File: config.mk
export PLATFORM = sky130hd
export DESIGN_NAME = udp_payload_sequencer
export DESIGN_NICKNAME = d
export VERILOG_FILES = /design/src/rtl/udp_payload_sequencer.sv
export SDC_FILE = /design/constraint.sdc
export NUM_CORES = 1
export LEC_CHECK = 0
export CORE_UTILIZATION = 45
export DETAILED_ROUTE_END_ITERATION = 16
export PLACE_DENSITY = 0.78
export SYNTH_ARGS = -nofsm -noshare
export SYNTH_HDL_FRONTEND = slang
export SYNTH_SLANG_ARGS = --single-unit
File: constraint.sdc
create_clock -name clk -period 6.09 [get_ports clk]
set_clock_uncertainty 0.2 [all_clocks]
set_input_delay 1.5225 -clock clk [delete_from_list [all_inputs] [get_ports clk]]
set_output_delay 1.5225 -clock clk [all_outputs]
set_load 0.02 [all_outputs]
File: src/rtl/udp_payload_sequencer.sv
// UDP payload sequencer: packs N_PRL x BW sample words LSB-first into BW_OUT-bit bytes, framed as
// WORDS_PER_PKT-word packets. Define UDP_PAYLOAD_SEQ_HDR_EN to prepend a big-endian seq header.
module udp_payload_sequencer #(
    parameter int BW            = 18,
    parameter int N_PRL         = 4,
    parameter int BW_OUT        = 8,
    parameter int WORDS_PER_PKT = 16,
    parameter int SEQ_BYTES     = 4
) (
    input  logic                  clk,
    input  logic                  srst_n,
    input  logic [N_PRL*BW-1:0]   x,
    input  logic                  in_valid,
    output logic                  in_ready,
    output logic [BW_OUT-1:0]     m_tdata,
    output logic                  m_tvalid,
    input  logic                  m_tready,
    output logic                  m_tlast,
    output logic [31:0]           pkt_count,
    output logic [15:0]           underrun_cnt
);
    localparam int WW  = BW * N_PRL;
    localparam int BPW = WW / BW_OUT;
    localparam int BIW = (BPW > 1) ? $clog2(BPW) : 1;
    localparam int WCW = (WORDS_PER_PKT > 1) ? $clog2(WORDS_PER_PKT) : 1;

    if ((WW % BW_OUT) != 0) begin : g_bad_width
        $error("BW*N_PRL must be a multiple of BW_OUT");
    end
    if (WORDS_PER_PKT < 1 || SEQ_BYTES < 1) begin : g_bad_len
        $error("WORDS_PER_PKT and SEQ_BYTES must be at least 1");
    end

`ifdef UDP_PAYLOAD_SEQ_HDR_EN
    localparam int HIW  = (SEQ_BYTES > 1) ? $clog2(SEQ_BYTES) : 1;
    localparam int HDRW = SEQ_BYTES * BW_OUT;
    typedef enum logic [1:0] {S_IDLE, S_HDR, S_PAYLOAD} state_t;
    localparam state_t S_FIRST = S_HDR;
    logic [HIW-1:0]                      hdr_idx_q, hdr_idx_d;
    logic [SEQ_BYTES-1:0][BW_OUT-1:0]    hdr_w;
`else
    typedef enum logic {S_IDLE, S_PAYLOAD} state_t;
    localparam state_t S_FIRST = S_PAYLOAD;
`endif

    state_t                     state_q, state_d;
    logic [BPW-1:0][BW_OUT-1:0] buf_q, buf_d;
    logic                       buf_full_q, buf_full_d;
    logic [BIW-1:0]             byte_idx_q, byte_idx_d;
    logic [WCW-1:0]             word_cnt_q, word_cnt_d;
    logic [31:0]                seq_q, seq_d;
    logic [31:0]                pkt_q, pkt_d;
    logic [15:0]                und_q, und_d;
    logic                       rdy_en_q;
    logic                       take, last_take, capture;

    always_comb begin
        state_d    = state_q;
        buf_d      = buf_q;
        buf_full_d = buf_full_q;
        byte_idx_d = byte_idx_q;
        word_cnt_d = word_cnt_q;
        seq_d      = seq_q;
        pkt_d      = pkt_q;
        und_d      = und_q;
        m_tvalid   = 1'b0;
        m_tdata    = '0;
        m_tlast    = 1'b0;
`ifdef UDP_PAYLOAD_SEQ_HDR_EN
        hdr_idx_d  = hdr_idx_q;
        hdr_w      = HDRW'(seq_q);
`endif
        case (state_q)
`ifdef UDP_PAYLOAD_SEQ_HDR_EN
            S_HDR: begin
                m_tvalid = 1'b1;
                m_tdata  = hdr_w[HIW'(SEQ_BYTES - 1) - hdr_idx_q];
            end
`endif
            S_PAYLOAD: begin
                m_tvalid = buf_full_q;
                m_tdata  = buf_full_q ? buf_q[byte_idx_q] : '0;
                m_tlast  = buf_full_q && (word_cnt_q == WCW'(WORDS_PER_PKT - 1))
                           && (byte_idx_q == BIW'(BPW - 1));
            end
            default: ;
        endcase

        take      = m_tvalid && m_tready;
        last_take = (state_q == S_PAYLOAD) && take && (byte_idx_q == BIW'(BPW - 1));
        // Refill on the final byte of the held word so consecutive words stream without a gap.
        in_ready  = rdy_en_q && (!buf_full_q || last_take);
        capture   = in_valid && in_ready;

        if (capture) begin
            buf_d      = x;
            buf_full_d = 1'b1;
        end else if (last_take) begin
            buf_full_d = 1'b0;
        end

        if (state_q == S_PAYLOAD && !buf_full_q && und_q != 16'hFFFF)
            und_d = und_q + 16'd1;

        case (state_q)
            S_IDLE: begin
                if (buf_full_q || capture) state_d = S_FIRST;
            end
`ifdef UDP_PAYLOAD_SEQ_HDR_EN
            S_HDR: begin
                if (take) begin
                    if (hdr_idx_q == HIW'(SEQ_BYTES - 1)) begin
                        hdr_idx_d = '0;
                        state_d   = S_PAYLOAD;
                    end else begin
                        hdr_idx_d = hdr_idx_q + 1'b1;
                    end
                end
            end
`endif
            S_PAYLOAD: begin
                if (take) begin
                    if (byte_idx_q == BIW'(BPW - 1)) begin
                        byte_idx_d = '0;
                        if (word_cnt_q == WCW'(WORDS_PER_PKT - 1)) begin
                            word_cnt_d = '0;
                            seq_d      = seq_q + 32'd1;
                            pkt_d      = pkt_q + 32'd1;
                            state_d    = buf_full_d ? S_FIRST : S_IDLE;
                        end else begin
                            word_cnt_d = word_cnt_q + 1'b1;
                        end
                    end else begin
                        byte_idx_d = byte_idx_q + 1'b1;
                    end
                end
            end
            default: ;
        endcase
    end

    always_ff @(posedge clk or negedge srst_n) begin
        if (!srst_n) begin
            state_q    <= S_IDLE;
            buf_q      <= '0;
            buf_full_q <= 1'b0;
            byte_idx_q <= '0;
            word_cnt_q <= '0;
            seq_q      <= '0;
            pkt_q      <= '0;
            und_q      <= '0;
            rdy_en_q   <= 1'b0;
`ifdef UDP_PAYLOAD_SEQ_HDR_EN
            hdr_idx_q  <= '0;
`endif
        end else begin
            state_q    <= state_d;
            buf_q      <= buf_d;
            buf_full_q <= buf_full_d;
            byte_idx_q <= byte_idx_d;
            word_cnt_q <= word_cnt_d;
            seq_q      <= seq_d;
            pkt_q      <= pkt_d;
            und_q      <= und_d;
            rdy_en_q   <= 1'b1;
`ifdef UDP_PAYLOAD_SEQ_HDR_EN
            hdr_idx_q  <= hdr_idx_d;
`endif
        end
    end

    assign pkt_count    = pkt_q;
    assign underrun_cnt = und_q;

endmodule

* Word-level counts from Yosys, hierarchy flattened
Index checks and enable logic that the tools add are counted.
Cells by class: $add $sub $neg 4, $lt $le $gt $ge 1, equality and inequality tests 3, muxes and demuxes 16, bitwise logic cells 1, reductions and logical operators 15
Operators by type and width (number):
- adder 32 x 1 -> 32 bit, second input constant | 1
- binary-select mux 8 bit (select 4 bit) | 1
- 2-to-1 mux 8 bit | 3
- adder 16 x 1 -> 16 bit, second input constant | 1
- != test 16 bit, second input constant | 1
- logical AND 1 bit | 9
- 2-to-1 mux 1 bit | 9
- adder 4 x 1 -> 4 bit, second input constant | 2
- equality test 4 bit, second input constant | 2
- 2-to-1 mux 4 bit | 2
- < comparator 4 x 5 -> 1 bit, second input constant | 1
- AND reduction 4 bit | 1
- AND reduction 3 bit | 1
- logical OR 1 bit | 2
- one-hot mux 1 bit (2 select lines) | 1
- AND reduction 2 bit | 1
- logical NOT 1 bit | 1
- NOT 1 bit | 1
Word-level totals: register bits after elaboration 131, input port bits 76, output and inout bits 59, word-level logic and storage cells 56

* Depth between registers and ports, before layout
word-level depth 13, depth in mapped cells 12, mapped depth without buffers 7

* Worst setup path before layout
Ideal clock, no wire load.
path kind input to output, start input m_tready, end output in_ready, arrival time 2307 ps, data required time 4367 ps, setup slack 2061 ps, stages on the path 5, path buffers 1, path through and3_1 -> clkbuf_1 -> nand2b_1 -> nand2_1 -> and2_1
On the way: word-level cells in the longest chain between the ends 5
Ends and longest elaborated chain:
- from (decl) | line 17 | input logic m_tready,
- logical AND 1 bit | line 89 | take = m_tvalid && m_tready;
- logical AND 1 bit (2 in series) | line 90 | last_take = (state_q == S_PAYLOAD) && take && (byte_idx_q == BIW'(BPW - 1));
- logical OR 1 bit | line 92 | in_ready = rdy_en_q && (!buf_full_q || last_take);
- logical AND 1 bit | line 92
- to (decl) | line 14 | output logic in_ready,
Every way passes these cells.

* Worst setup path after layout
Same ends and word-level chain as after synthesis.

==> summary.txt <==
Setup path
  – Crit path max-delay cell type: clkdlybuf4s50_1
  – Crit start category: primary input
  – Worst path required time: 4370 ps
  – Cell family with most CP delay: buffers and inverters
  – Setup CP Type: in2out
  – CP peak stage delay: 600 ps
  – Critical Path, Cell by Cell: clkdlybuf4s50_1, and3_1, nand2b_1, nand2_1, and2_1, clkdlybuf4s50_1
  – CP Buf/Inv Count: 2
  – Crit path capture type: output pin
  – Worst Path Max Fanout: 7
  – Reg2Reg Setup Slack: 2710 ps
  – Crit path arrival time: 3310 ps
  – Crit-path most repeated cell: clkdlybuf4s50_1

Pwr
  – Pwr dens: 449 nW/µm²
  – Reg power frac: 38.2%
  – Gate power share: 31.2%
  – Internal power: 2570 µW
  – Clock share of power: 30.6%
  – Leakage: 0.00350 µW
  – Psw: 1140 µW
  – Peak supply drop: 214 µV
  – Net Sw Frac: 30.6%

Clock network
  – Max clock buf depth: 2
  – Htree depth: 4
  – CTS root buffer: clkbuf_16
  – Clk Latency, worst-skew pair: 410 ps
  – CTS tree: yes
  – CTS buffer count: 17
  – Setup Buffers After CTS: 0
  – Post-cts sizing count: 0
  – Sinks on Clock Net: 131
  – Hold-fix buffer count after cts: 0
  – Clock Pin Slew Worst Setup and Hold Paths: 60 ps

GRT
  – Largest net degree at the start of global routing: 62
  – Grt ovf: 0
  – Initial antenna violation count: 0
  – Total GRT Usage: 21.4%
  – Number of global-route vias before repair: 4719
  – Global-route wire length before repair: 23500 µm

Synthesis
  – Cell variety after synth: 41
  – #FFs+latches synth: 131
  – Post-Syn Instances: 499
  – Avg Cell Area, Syn: 12.2 µm²
  – Yosys top cell area share: 53.9%
  – Synth cell count leaders: dfrtp_1 (131), mux2_2 (89), nand2_1 (32), xnor2_1 (32), nand3_1 (28)
  – Sequential share of the synthesized area: 53.9%
  – Yosys warns: 0
  – Most common cell in the netlist: dfrtp_1
  – Post-synth EDFFs: 0
  – Synth async-reset ratio: 100%
  – Area contributors post-synth: dfrtp_1 (54%), mux2_2 (16%), xnor2_1 (4.6%)
  – Synth Cell Area: 6080 µm²
  – Leading area contributor after synthesis: dfrtp_1
  – Syn_nets: 580
  – Ys flop type: dfrtp_1

Detailed routing
  – Final wirelength: 14000 µm
  – Drt pass-1 iters: 8
  – Via Count: 4436
  – DR vias/cell: 5.39
  – Drt wl/cell: 17.0 µm
  – Antenna-violating nets left: 0
  – Initial drt markers: 288
  – DRC errors left: 0

Timing
  – Final critical-path share of the clock period: 82.6%
  – RSZ-0062 raised after global routing: false
  – Actual slew at the worst max-slew pin: 957 ps
  – Setup tns final: 0 ps
  – Max Slew Vio Count: 0
  – Relative slew margins: 36.2%
  – Final setup vio count: 0
  – Hold Vio Cnt, Final: 0
  – Fmax: 199 MHz
  – Crit path time final: 5030 ps

Final layout
  – Final net count: 715
  – Post-Layout Cell Count: 823
  – Multi-input gate area: 2700 µm²
  – Share of cells above drive strength 1: 20.6%
  – Ant. Diodes: 0
  – Reg area: 3280 µm²
  – Area growth syn-to-layout: 35.6%
  – Layout fillers: 1016
  – Utilization after layout: 62.5%

Floorplanning
  – Die extent in x: 118 µm
  – Die height: 118 µm
  – CORE AREA: 13200 µm²
  – Area of the die: 14000 µm²
  – IO Count: 135
  – Initial Util: 46.1%
  – FP Rows: 42

Placement
  – Port Buf Inserts: 134
  – Dpl hpwl: 9910 µm
  – Placed cells: 791
  – Gpl congestion: 0.782

Status
  – Status: finished clean

Hold path
  – Worst hold-check path type: reg2reg

Run
  – Max-Cap Viols: 0
==> power groups by stage <==
stage,sequential [µW],clock [µW],combinational (µW)
after floorplan,1320,0,835
after global placement,1410,0,1120
after detailed placement,1430,0,1160
after CTS,1420,1150,1170
after global routing,1460,1200,1250
final,1420,1130,1160
==> registers in the layout (all words and copies together) (netlist names) <==
name,count
state_q,1
pkt_count,32
byte_idx_q,4
buf_q,72
rdy_en_q,1
underrun_cnt,16
buf_full_q,1
word_cnt_q,4
==> final cells by class <==
cell class	count	share of cell area (%)
clock buffers	25	6.37
multi-input cells	342	32.7
flip-flops and latches	131	39.8
inverters	3	0.137
clock inverters	7	1.71
well taps	176	2.67
repair buffers	139	16.7
==> metrics by stage <==
| step | hold WS (ps) | area [µm²] | total power (µW) | worst slack [ps] |
|---|---|---|---|---|
| 3_5_place_dp | 263 | 7580 | 2590 | 1060 |
| 4_1_cts | 283 | 8250 | 3740 | 1050 |
| 2_1_floorplan | 251 | 6080 | 2160 | 2060 |
| 6_report | 277 | 8250 | 3710 | 1060 |
| 3_3_place_gp | 267 | 7580 | 2530 | 1070 |
| 5_1_grt | 308 | 8250 | 3920 | 957 |
==> path summary, 6_finish.rpt <==
kind	from	end	depth (start not counted)
setup / recovery	m_tready	in_ready	6
hold / removal	pkt_count[31]$_DFFE_PN0P_	pkt_count[31]$_DFFE_PN0P_	1
setup reg to reg	byte_idx_q[0]$_DFFE_PN0N_	buf_q[2]$_DFFE_PN0P_	8
hold reg to reg	pkt_count[31]$_DFFE_PN0P_	pkt_count[31]$_DFFE_PN0P_	1
max in group asynchronous	srst_n	buf_q[64]$_DFFE_PN0P_	2
min in group asynchronous	srst_n	buf_q[11]$_DFFE_PN0P_	1
==> metal layers <==
layer	global-route usage (%)	part of all wire (%)
met5	0	0
met4	9.78	2.6
met3	5.55	4.5
met2	34.5	50
met1	27.0	43
==> cells by family after synthesis <==
logic type / Yosys count / share of synthesized area, %
and+or+nand+nor: 146 / 12.8
DFF: 131 / 53.9
muxes: 105 / 19.1
xor gates and xnor gates: 44 / 6.34
AOI/OAI and AO/OA: 41 / 4.98
buffers and inverters: 26 / 1.81
adders and majority gates: 5 / 1.03
other: 1 / 0.0617
==> layout by cell type, fill, tap and decap left out, types with 13 or more instances in the layout <==
| master | Yosys | final |
|---|---|---|
| clkdlybuf4s50_1 | 0 | 133 |
| dfrtp_1 | 131 | 130 |
| mux2_2 | 89 | 89 |
| nand2_1 | 32 | 32 |
| xnor2_1 | 32 | 32 |
| nand3_1 | 28 | 28 |
| nor2_1 | 23 | 23 |
| clkbuf_16 | 0 | 17 |
| mux2i_1 | 16 | 16 |
| nor3_1 | 15 | 15 |
| and3_1 | 14 | 13 |
No activity file was read; power rests on OpenSTA's default activity.
